### src/rtl/motor_dir_sequencer.sv
// Direction sequencer for two DC-motor half-bridges: soft-start PWM ramps,
// enforced dead-time on stop/reversal, estop override and status LED.
module motor_dir_sequencer #(
  parameter int PWM_BITS         = 8,
  parameter int DUTY_MAX         = 255,
  parameter int RAMP_STEP_CYCLES = 256,
  parameter int DEADTIME_CYCLES  = 1000
) (
  input  logic                i_clk,
  input  logic                i_rst_n,
  input  logic                i_motor1,
  input  logic                i_motor2,
  input  logic                i_estop,
  output logic                o_motor_on1,
  output logic                o_motor_on2,
  output logic [2:0]          o_led,
  output logic [PWM_BITS-1:0] o_duty,
  output logic                o_busy
);

  localparam int STEP_W = $clog2(RAMP_STEP_CYCLES + 1);
  localparam int DEAD_W = $clog2(DEADTIME_CYCLES + 1);
  localparam logic [PWM_BITS-1:0] DMAX      = PWM_BITS'(DUTY_MAX);
  localparam logic [STEP_W-1:0]   STEP_LAST = STEP_W'(RAMP_STEP_CYCLES - 1);
  localparam logic [DEAD_W-1:0]   DEAD_LOAD = DEAD_W'(DEADTIME_CYCLES - 1);

  typedef enum logic [2:0] {
    IDLE      = 3'd0,
    RAMP_UP   = 3'd1,
    RUN       = 3'd2,
    RAMP_DOWN = 3'd3,
    DEADTIME  = 3'd4
  } state_t;

  state_t              r_state;
  state_t              w_nextState;
  logic [1:0]          r_fSync, r_rSync, r_eSync;
  logic [PWM_BITS-1:0] r_duty, w_nextDuty;
  logic [PWM_BITS-1:0] r_cnt;
  logic [STEP_W-1:0]   r_stepCnt, w_nextStep;
  logic [DEAD_W-1:0]   r_deadCnt, w_nextDead;
  logic                r_dir, w_nextDir;
  logic                r_on1, r_on2;
  logic [2:0]          r_led, w_nextLed;
  logic                w_f, w_r, w_e;
  logic                w_fwd, w_rev, w_conflict, w_sameCmd;
  logic                w_stepHit, w_drive, w_pwm;

  assign w_f        = r_fSync[1];
  assign w_r        = r_rSync[1];
  assign w_e        = r_eSync[1];
  assign w_fwd      = w_f & ~w_r;
  assign w_rev      = w_r & ~w_f;
  assign w_conflict = w_f & w_r;
  assign w_sameCmd  = r_dir ? w_rev : w_fwd;
  assign w_stepHit  = (r_stepCnt == STEP_LAST);
  assign w_drive    = (r_state == RAMP_UP) || (r_state == RUN) || (r_state == RAMP_DOWN);
  assign w_pwm      = (r_cnt < r_duty);

  always_comb begin
    w_nextState = r_state;
    w_nextDuty  = r_duty;
    w_nextDir   = r_dir;
    w_nextDead  = r_deadCnt;
    case (r_state)
      IDLE: begin
        if (w_fwd) begin
          w_nextDir   = 1'b0;
          w_nextState = RAMP_UP;
        end else if (w_rev) begin
          w_nextDir   = 1'b1;
          w_nextState = RAMP_UP;
        end
      end
      RAMP_UP: begin
        if (!w_sameCmd) begin
          w_nextState = RAMP_DOWN;
        end else if (r_duty >= DMAX) begin
          w_nextState = RUN;
        end else if (w_stepHit) begin
          w_nextDuty = r_duty + PWM_BITS'(1);
          if (w_nextDuty == DMAX) w_nextState = RUN;
        end
      end
      RUN: begin
        w_nextDuty = DMAX;
        if (!w_sameCmd) w_nextState = RAMP_DOWN;
      end
      RAMP_DOWN: begin
        // A returning same-direction command resumes the ramp without dead-time.
        if (w_sameCmd) begin
          w_nextState = RAMP_UP;
        end else if (r_duty == '0) begin
          w_nextState = DEADTIME;
          w_nextDead  = DEAD_LOAD;
        end else if (w_stepHit) begin
          w_nextDuty = r_duty - PWM_BITS'(1);
          if (w_nextDuty == '0) begin
            w_nextState = DEADTIME;
            w_nextDead  = DEAD_LOAD;
          end
        end
      end
      DEADTIME: begin
        if (w_e) w_nextDead = DEAD_LOAD;
        else if (r_deadCnt == '0) w_nextState = IDLE;
        else w_nextDead = r_deadCnt - DEAD_W'(1);
      end
      default: w_nextState = IDLE;
    endcase
    if (w_e && (r_state != DEADTIME)) begin
      w_nextState = DEADTIME;
      w_nextDuty  = '0;
      w_nextDead  = DEAD_LOAD;
    end
  end

  always_comb begin
    w_nextStep = '0;
    if ((w_nextState == r_state) && ((r_state == RAMP_UP) || (r_state == RAMP_DOWN)) && !w_stepHit)
      w_nextStep = r_stepCnt + STEP_W'(1);
  end

  always_comb begin
    w_nextLed = 3'b011;
    if (w_conflict) w_nextLed = 3'b000;
    else if (w_drive) w_nextLed = r_dir ? 3'b110 : 3'b101;
  end

  always_ff @(posedge i_clk or negedge i_rst_n) begin
    if (!i_rst_n) begin
      r_fSync   <= '0;
      r_rSync   <= '0;
      r_eSync   <= '0;
      r_state   <= IDLE;
      r_duty    <= '0;
      r_cnt     <= '0;
      r_stepCnt <= '0;
      r_deadCnt <= '0;
      r_dir     <= 1'b0;
      r_on1     <= 1'b0;
      r_on2     <= 1'b0;
      r_led     <= 3'b011;
    end else begin
      r_fSync   <= {r_fSync[0], i_motor1};
      r_rSync   <= {r_rSync[0], i_motor2};
      r_eSync   <= {r_eSync[0], i_estop};
      r_state   <= w_nextState;
      r_duty    <= w_nextDuty;
      r_cnt     <= r_cnt + PWM_BITS'(1);
      r_stepCnt <= w_nextStep;
      r_deadCnt <= w_nextDead;
      r_dir     <= w_nextDir;
      // Estop kills both bridges on the same edge it takes the FSM to DEADTIME.
      r_on1     <= w_pwm & ~r_dir & w_drive & ~w_e;
      r_on2     <= w_pwm & r_dir & w_drive & ~w_e;
      r_led     <= w_nextLed;
    end
  end

  assign o_motor_on1 = r_on1;
  assign o_motor_on2 = r_on2;
  assign o_led       = r_led;
  assign o_duty      = r_duty;
  assign o_busy      = (r_state != IDLE);

endmodule

### config.mk
export PLATFORM = sky130hd
export DESIGN_NAME = motor_dir_sequencer
export DESIGN_NICKNAME = d
export VERILOG_FILES = /design/src/rtl/motor_dir_sequencer.sv
export SDC_FILE = /design/constraint.sdc
export NUM_CORES = 1
export LEC_CHECK = 0
export CORE_ASPECT_RATIO = 1.4
export CORE_MARGIN = 1.5
export CORE_UTILIZATION = 63
export CTS_BUF_LIST = sky130_fd_sc_hd__clkbuf_8 sky130_fd_sc_hd__clkbuf_16
export DETAILED_ROUTE_END_ITERATION = 6
export GPL_TIMING_DRIVEN = 0
export PLACE_DENSITY_LB_ADDON = 0.3
export SYNTH_ARGS = -nofsm -noshare
export SYNTH_HDL_FRONTEND = slang
export SYNTH_SLANG_ARGS = --single-unit
### constraint.sdc
create_clock -name i_clk -period 4.2 [get_ports i_clk]
set_clock_uncertainty 0.15 [all_clocks]
set_input_delay 0.84 -clock i_clk [delete_from_list [all_inputs] [get_ports i_clk]]
set_output_delay 0.84 -clock i_clk [all_outputs]
set_load 0.03 [all_outputs]
==> impl_metrics.ini, run 1 <==
[timing]
setup_violations = 0
period_minus_slack_ns = 3.03
final_hold_viol_count = 0
layout_worst_path_cycle_share_pct = 72.1
maxSlewViolCount = 0
rsz0062_at_grt = no
tightest_slew_ns = 0.702
timing.fmax_ghz = 0.330
maxSlewHeadroom_pct = 53.0
setup_tns_ns = 0

[route]
wl_per_cell_um = 15.0
final_antenna_net_count = 0
met1_length_mm = 2.35
first_pass_iters = 6
drt_iter0_drc = 153
via_count = 2411
wl_met3_um = 250
top_layer = met4
route.met2.wl_mm = 3.29
via_per_inst = 5.94
totalWireLength_mm = 6.07
drc_errors = 0

[grt]
grt_use_total_pct = 27.2
grt_pass1_wl_mm = 10.5
antenna_found_initial = 0
grt-ovfl-total = 0
grt_pass1_vias = 2363
grt_max_degree = 36

[logic_synthesis]
synth_ff_type = dfrtp_1
async_flop_share_pct = 100
syn_inst = 317
syn-num-nets = 341
synth.yosys.seq_area_share_pct = 43.4
ys_ff_latch = 50
postSynthAreaPerCell_um2 = 9.12
synth_area_um2 = 2890
synth-edff-count = 0
synth_warnings = 0
ys_types = 54

[clocking]
cts_repair_resize_count = 0
cts.sink_count = 50
numCtsBuffers = 5
cts.clk_slew.worst_paths_ns = 0.10
cts_max_level = 2
clk_latency_ns = 0.32
cts_root_buffer = clkbuf_8
clock_path_buffers = 2
cts-hold-fix-buffers = 0
cts_tree = built
cts_setup_buffers = 0

[placed_design]
gp_congestion = 0.959
dp_hpwl_mm = 4.46
post-place-cells = 398
place_area_um2 = 3160
port_buffers = 18

[finish]
syn2layout_area_growth_pct = 12.8
final_core_util_pct = 73.1
antenna_cells = 0
final_area_um2 = 3260
fin_nets = 367
fin_cells = 406
drive_above_1_share_pct = 6.69

[die]
die_w_um = 60.2
initial_core_util_pct = 64.8
die_area_um2 = 5010
fp.coreArea_um2 = 4460
ios = 19
rows = 29
die_y_um = 83.1

[worst_setup_path]
path_max_fanout = 10
end_kind = flop
required_ns = 4.28
worstSetupPathType = reg -> reg
critPathArrivalTime_ns = 3.11
startpoint_type = flop

[job]
maxCapViolCount = 0

[power_and_ir_drop]
ir_drop_v = 0.000205
power.density_nw_per_um2 = 326
finalPower_mw = 1.06
power.leakage_nw = 1.39

[hold_path]
hold_path.class = reg -> reg

[status]
outcome = complete, no violations
-- placed cells by master, fill, tap and decap left out, drive strengths merged, types with 3 or more instances in the layout --
master / Yosys / final
a21oi: 23 / 23
a31oi: 3 / 3
and2: 3 / 3
and3: 5 / 5
buf: 4 / 6
clkbuf: 9 / 14
clkdlybuf4s50: 0 / 17
dfrtp: 48 / 48
ha: 19 / 19
inv: 14 / 15
nand2: 23 / 23
nand2b: 3 / 3
nand3: 22 / 22
nand4: 3 / 3
nor2: 38 / 38
nor2b: 3 / 3
nor3: 13 / 13
nor4: 5 / 5
o211ai: 3 / 3
o21a: 6 / 6
o21ai: 13 / 13
or3: 4 / 4
xnor2: 12 / 12
xor2: 7 / 7
-- report_power, final --
| group | switching (mW) | leakage, nW | internal, mW | total [mW] |
|---|---|---|---|---|
| combinational | 0.139 | 0.728 | 0.0972 | 0.236 |
| clock | 0.173 | 0.0502 | 0.124 | 0.297 |
| sequential | 0.0305 | 0.610 | 0.501 | 0.532 |
-- state kept, by name, summed over array words and instances, names as in the netlist --
register,flops
r_cnt,8
r_eSync,2
o_motor_on2,1
r_rSync,2
r_stepCnt,9
o_motor_on1,1
o_duty,8
o_led,3
r_state,3
r_dir,1
r_fSync,2
r_deadCnt,10
-- critical path, stage by stage (launching register included) --
cell and delay, ns:
dfrtp_1 0.43, and3_1 0.20, and2_1 0.15, nand2_1 0.08, nor2_1 0.13, ha_1 0.29, nand3_1 0.11, a21oi_1 0.16
a2bb2oi_1 0.60, clkbuf_1 0.41, nand3_1 0.13, o21ai_0 0.11
-- stage by stage --
stage	setup WS [ns]	hold WS, ns
floorplan	1.61	0.181
global placement	0.718	0.185
detailed placement	1.26	0.191
CTS	1.21	0.215
global route	0.957	0.217
finish	1.17	0.212
-- layout make-up --
cell class | count | area (µm²)
plain buffers | 13 | 58.8
clock buffers | 5 | 68.8
clock inverters | 3 | 28.8
fillers | 358 | 1200
inverters | 14 | 52.6
multi-input cells | 240 | 1530
flip-flops and latches | 50 | 1250
well taps | 62 | 77.6
repair buffers | 19 | 195
-- routing by layer --
metal | global-route usage [%] | vias up
met2 | 46.3 | 75
met4 | 11.7 | 0
met3 | 4.67 | 22
met5 | 0 | -
met1 | 32.6 | 1146
li1 | - | 1168
-- logic make-up (layout without fill, tap and decap cells) --
group	after synthesis	after routing	share of synthesized area, %
fa+ha+maj	19	19	8.23
flops	50	50	43.4
simple gates	131	131	22.5
xor+xnor	19	19	5.76
compound gates	68	68	15.2
mux	3	3	1.13
buf+inv	27	54	3.85
-- worst paths after layout --
check,to,slack [ns],cells past startpoint,from
max in group asynchronous,o_led[1]$_DFF_PN1_,3.02,2,i_rst_n
worst min register to register,r_fSync[1]$_DFF_PN0_,0.21,0,r_fSync[0]$_DFF_PN0_
worst min-delay path,r_fSync[1]$_DFF_PN0_,0.21,0,r_fSync[0]$_DFF_PN0_
worst max register to register,o_duty[0]$_DFFE_PN0P_,1.17,11,r_stepCnt[2]$_DFF_PN0_
worst max-delay path,o_duty[0]$_DFFE_PN0P_,1.17,11,r_stepCnt[2]$_DFF_PN0_
min in group asynchronous,r_stepCnt[5]$_DFF_PN0_,0.30,1,i_rst_n
-- synthesized netlist by cell type, drive strengths merged, types with 3 or more instances --
library cell | count | area share (%)
a21oi | 23 | 4.0
a31oi | 3 | 0.65
and2 | 3 | 0.65
and3 | 5 | 1.1
buf | 4 | 0.87
clkbuf | 9 | 1.2
dfrtp | 48 | 42
ha | 19 | 8.2
inv | 14 | 1.8
nand2 | 23 | 3.0
nand2b | 3 | 0.65
nand3 | 22 | 3.8
nand4 | 3 | 0.65
nor2 | 38 | 4.9
nor2b | 3 | 0.65
nor3 | 13 | 2.3
nor4 | 5 | 1.1
o211ai | 3 | 0.78
o21a | 6 | 1.6
o21ai | 13 | 2.6
or3 | 4 | 0.87
xnor2 | 12 | 3.6
xor2 | 7 | 2.1
(Power assumes the default switching activity.)
==> run 2: changes to the inputs <==
CORE_UTILIZATION = 53   (was 63)
clock period = 2.7 ns   (was 4.2 ns; I/O delays follow)
==> run 2 against run 1 <==
Compared with the run above:
- worst hold slack lost 0.20 ns
- combinational power grew 61%
- core utilization shrank 8.1 points
- total power grew 67%
- design area grew 3.6%
- routed wire length grew 4.4%
- maximum frequency grew 17%
- setup slack lost 1.1 ns
- critical endpoint is now r_deadCnt[0]$_DFFE_PN0P_
==> impl_metrics.ini, run 2 (same netlist as run 1, synthesis figures left out) <==
[status]
outcome = complete, no violations

[clocking]
cts_max_level = 2
cts.sink_count = 50
cts_tree = built
clk_latency_ns = 0.31
numCtsBuffers = 5
cts_root_buffer = clkbuf_8
clock_path_buffers = 2
cts.clk_slew.worst_paths_ns = 0.10

[timing]
tightest_slew_ns = 0.513
final_hold_viol_count = 0
timing.fmax_ghz = 0.385
maxSlewHeadroom_pct = 65.8
setup_violations = 0
layout_worst_path_cycle_share_pct = 96.2
period_minus_slack_ns = 2.60
maxSlewViolCount = 0

[grt]
antenna_found_initial = 0
grt_pass1_vias = 2332
grt_pass1_wl_mm = 10.7
grt-ovfl-total = 0
grt_use_total_pct = 22.4
grt_max_degree = 35

[finish]
seq_area_um2 = 1260
final_common_cell = dfrtp_1
final_core_util_pct = 65.0
largest-register = r_deadCnt
largest_reg_flops = 10
multi_input_area_um2 = 1600
antenna_cells = 0
reg.largest.list = r_deadCnt (10), r_stepCnt (9)
final_cell_mix = dfrtp_1, nor2_1, a21oi_1, nand3_1, nand2_1
fin_nets = 366
syn2layout_area_growth_pct = 16.8
num-fill-cells = 446
drive_above_1_share_pct = 11.1

[worst_setup_path]
critPathTopFamily = simple AND/OR/NAND/NOR gates
crit_path_start = o_duty[4]$_DFFE_PN0P_
critPathArrivalTime_ns = 2.65
regToRegStartpoint = o_duty[4]$_DFFE_PN0P_
startpoint_type = flop
slowest_delay_ns = 0.51
path_buf_inv = 1
cp_cell_sequence = buf_6 > or4_4 > nor4_2 > nor3_2 > and4_4 > o21ai_4 > nand2_1 > mux2_2
required_ns = 2.75
path_max_fanout = 10
worstSetupPathType = reg -> reg
end_kind = flop
crit_slowest_cell = or4_4

[route]
wl_per_cell_um = 15.5
final_antenna_net_count = 0
via_count = 2438
via_per_inst = 5.96
totalWireLength_mm = 6.34
drc_errors = 0
first_pass_iters = 4
drt_iter0_drc = 192

[die]
die_area_um2 = 5910
die_w_um = 65.4
rows = 31
die_y_um = 90.4
ios = 19
initial_core_util_pct = 55.6
fp.coreArea_um2 = 5200

[placed_design]
port_buffers = 18
gp_congestion = 0.957
dp_hpwl_mm = 4.48

[power_and_ir_drop]
power.leakage_nw = 1.43
power.density_nw_per_um2 = 526
finalPower_mw = 1.78
ir_drop_v = 0.000379

[job]
maxCapViolCount = 0

[hold_path]
hold_path.class = in -> async
[run 2: per-layer routing]
layer	track usage (%)	share of wire [%]	up-vias
met1	29.3	41	1181
met3	3.37	4.3	9
met5	0	0	-
met2	36.8	53	76
met4	9.20	1.7	0
li1	-	-	1172
[run 2: layout make-up]
cell class	count	share of cell area, %
plain buffers	11	1.85
clock buffers	6	2.45
clock inverters	2	1.15
inverters	14	1.56
multi-input cells	240	47.3
flip-flops and latches	50	37.2
well taps	66	2.45
repair buffers	20	6.08
[run 2: worst reg2reg max path: stages (launching register included)]
cell and delay (ns):
dfrtp_1 0.41, buf_6 0.14, or4_4 0.51, nor4_2 0.33, nor3_2 0.06, and4_4 0.21
o21ai_4 0.27, nand2_1 0.13, mux2_2 0.27
[run 2: worst paths after layout]
kind / depth (start not counted) / slack, ns / endpoint
setup / recovery: 8 / 0.10 / r_deadCnt[0]$_DFFE_PN0P_
hold / removal: 1 / 0.009 / r_stepCnt[5]$_DFF_PN0_
setup reg to reg: 8 / 0.10 / r_deadCnt[0]$_DFFE_PN0P_
hold reg to reg: 0 / 0.21 / r_fSync[1]$_DFF_PN0_
max in group asynchronous: 2 / 1.81 / o_led[1]$_DFF_PN1_
min in group i_clk: 0 / 0.21 / r_fSync[1]$_DFF_PN0_
[run 2: power by group]
part | switching, mW | total (mW) | internal, mW
sequential | 0.0491 | 0.830 | 0.781
combinational | 0.224 | 0.381 | 0.157
clock | 0.259 | 0.564 | 0.305
total | 0.532 | 1.78 | 1.24
[run 2: timing repair]
item                       4_1_cts  5_1_grt
setup endpoints to repair       17       28
pin swaps                        0        1
resized for setup                4       20
hold buffers                     0        0
buffers inserted                 0        1
[run 2: metrics by stage]
stage	TNS, ns	setup slack (ns)	instances	cell area, µm²	hold WS (ns)
2_1_floorplan	0	0.111	317	2890	0.0944
3_3_place_gp	-27.36	-0.552	401	3150	0.186
3_5_place_dp	-1.94	-0.196	402	3170	0.185
4_1_cts	0	0.000253	410	3300	0.0158
5_1_grt	-0.0182	-0.0182	409	3380	0.0341
6_report	0	0.103	409	3380	0.00893
==> run 3: changes to the inputs <==
SKIP_CTS_REPAIR_TIMING = 1   (was default)
==> run 3 against run 2 <==
Compared with the run above:
- first-iteration DRC count grew 4.7%
- sequential share of layout area shrank 0.055 points
- sequential power is essentially flat
- flip-flop and latch count is the same
- maximum frequency grew 0.65%
- critical path type unchanged
- critical endpoint unchanged
==> impl_metrics.ini, run 3 (same netlist as run 1, synthesis figures left out) <==
[finish]
fin_cells = 410
num-fill-cells = 449
final_common_cell = dfrtp_1
reg.largest.list = r_deadCnt (10), r_stepCnt (9)
largest-register = r_deadCnt
antenna_cells = 0
final_cell_mix = dfrtp_1, nor2_1, nand3_1, nand2_1, a21oi_1
fin_nets = 367
syn2layout_area_growth_pct = 17.0
multi_input_area_um2 = 1600
final_area_um2 = 3380
largest_reg_flops = 10
drive_above_1_share_pct = 11.6
seq_area_um2 = 1260

[timing]
setup_tns_ns = 0
layout_worst_path_cycle_share_pct = 95.6
period_minus_slack_ns = 2.58
final_hold_viol_count = 0
whs_ns = 0.00504
maxSlewViolCount = 0
tightest_slew_ns = 0.515
maxSlewHeadroom_pct = 65.7
setup_violations = 0
timing.fmax_ghz = 0.388

[worst_setup_path]
crit_slowest_cell = or4_4
startpoint_type = flop
cp-endpoint = r_deadCnt[0]$_DFFE_PN0P_
required_ns = 2.75
rr_worst_depth = 8
end_kind = flop
worstSetupPathType = reg -> reg
crit_path_start = o_duty[4]$_DFFE_PN0P_
regToRegStartpoint = o_duty[4]$_DFFE_PN0P_
cp_cell_sequence = buf_6 > or4_4 > nor4_2 > nor3_2 > and4_4 > o21ai_4 > nand2_1 > mux2_2
r2r-end = r_deadCnt[0]$_DFFE_PN0P_
slowest_delay_ns = 0.51
worst-r2r-setup-slack_ns = 0.12
critPathArrivalTime_ns = 2.63
path_max_fanout = 10

[grt]
antenna_found_initial = 0
grt_pass1_wl_mm = 10.7
grt-ovfl-total = 0
grt_use_total_pct = 22.4
grt_max_degree = 35
grt_pass1_vias = 2338

[clocking]
clock_path_buffers = 2
cts_root_buffer = clkbuf_8
cts_max_level = 2
cts.clk_slew.worst_paths_ns = 0.10
cts.sink_count = 50
clk_latency_ns = 0.31
cts_tree = built
numCtsBuffers = 5

[power_and_ir_drop]
p_int_mw = 1.24
combPwrFrac_pct = 21.5
power.leakage_nw = 1.44
finalPower_mw = 1.78
ir_drop_v = 0.000384
swShare_pct = 30.2
clkPwrFrac_pct = 31.9
seq_power_share_pct = 46.7
power.net_switching_uw = 537
power.density_nw_per_um2 = 526

[die]
ios = 19
fp.coreArea_um2 = 5200
rows = 31
initial_core_util_pct = 55.6
die_area_um2 = 5910
die_y_um = 90.4
die_w_um = 65.4

[route]
wl_per_cell_um = 15.5
drt_iter0_drc = 201
via_per_inst = 5.95
via_count = 2438
drc_errors = 0
first_pass_iters = 4
totalWireLength_mm = 6.37
final_antenna_net_count = 0

[status]
outcome = complete, no violations

[job]
maxCapViolCount = 0

[placed_design]
gp_congestion = 0.957
port_buffers = 18
post-place-cells = 402
dp_hpwl_mm = 4.48
place_area_um2 = 3170

[hold_path]
hold_path.class = in -> async
-- run 3: cell types whose count changed in the layout (fill, tap and decap cells not counted), sizes merged --
cell,delta
clkbuf,-1
buf,+2
-- run 3: worst max-delay path, delay by kind of cell (launching register included) --
kind            cells  cell delay (ns)
simple gates        5             1.24
flops               1             0.41
compound gates      1             0.27
mux                 1             0.27
buf+inv             1             0.14
-- run 3: how the worst min path moves through the flow --
| stage | from | end | slack [ns] |
|---|---|---|---|
| after floorplan | i_rst_n | o_duty[0]$_DFFE_PN0P_ | 0.09 |
| after global placement | r_rSync[0]$_DFF_PN0_ | r_rSync[1]$_DFF_PN0_ | 0.19 |
| after detailed placement | r_fSync[0]$_DFF_PN0_ | r_fSync[1]$_DFF_PN0_ | 0.18 |
| after CTS | i_rst_n | r_stepCnt[5]$_DFF_PN0_ | 0.02 |
| after global routing | i_rst_n | r_stepCnt[5]$_DFF_PN0_ | 0.04 |
| final | i_rst_n | r_cnt[1]$_DFF_PN0_ | 0.005 |
-- run 3: layout make-up --
| cell class | instances | share of cell area [%] |
|---|---|---|
| multi-input cells | 240 | 47.3 |
| flip-flops and latches | 50 | 37.1 |
| repair buffers | 21 | 6.29 |
| clock buffers | 6 | 2.44 |
| well taps | 66 | 2.44 |
| plain buffers | 11 | 1.66 |
| inverters | 14 | 1.55 |
| clock inverters | 2 | 1.15 |
-- run 3: power by group through the flow --
stage / sequential [mW] / clock, mW / combinational [mW]
global placement: 0.839 / 0 / 0.356
finish: 0.831 / 0.567 / 0.382
CTS: 0.825 / 0.574 / 0.368
detailed placement: 0.840 / 0 / 0.366
global route: 0.837 / 0.600 / 0.423
floorplan: 0.864 / 0 / 0.222
-- run 3: through the flow --
stage | worst slack (ns) | utilization, %
after floorplan | 0.111 | -
after global placement | -0.552 | 60.7
after detailed placement | -0.196 | 61.0
after CTS | -0.248 | 63.3
after global routing | -0.0641 | 65.1
final | 0.120 | 65.1
-- run 3: metal layers --
layer / global-route usage, % / share of wire [%] / vias up / wire length, µm
met2: 36.9 / 53 / 66 / 3400
met4: 9.03 / 1.8 / 0 / 112
met1: 29.4 / 41 / 1187 / 2640
li1: - / - / 1176 / -
met5: 0 / 0 / - / 0
met3: 2.99 / 3.5 / 9 / 224
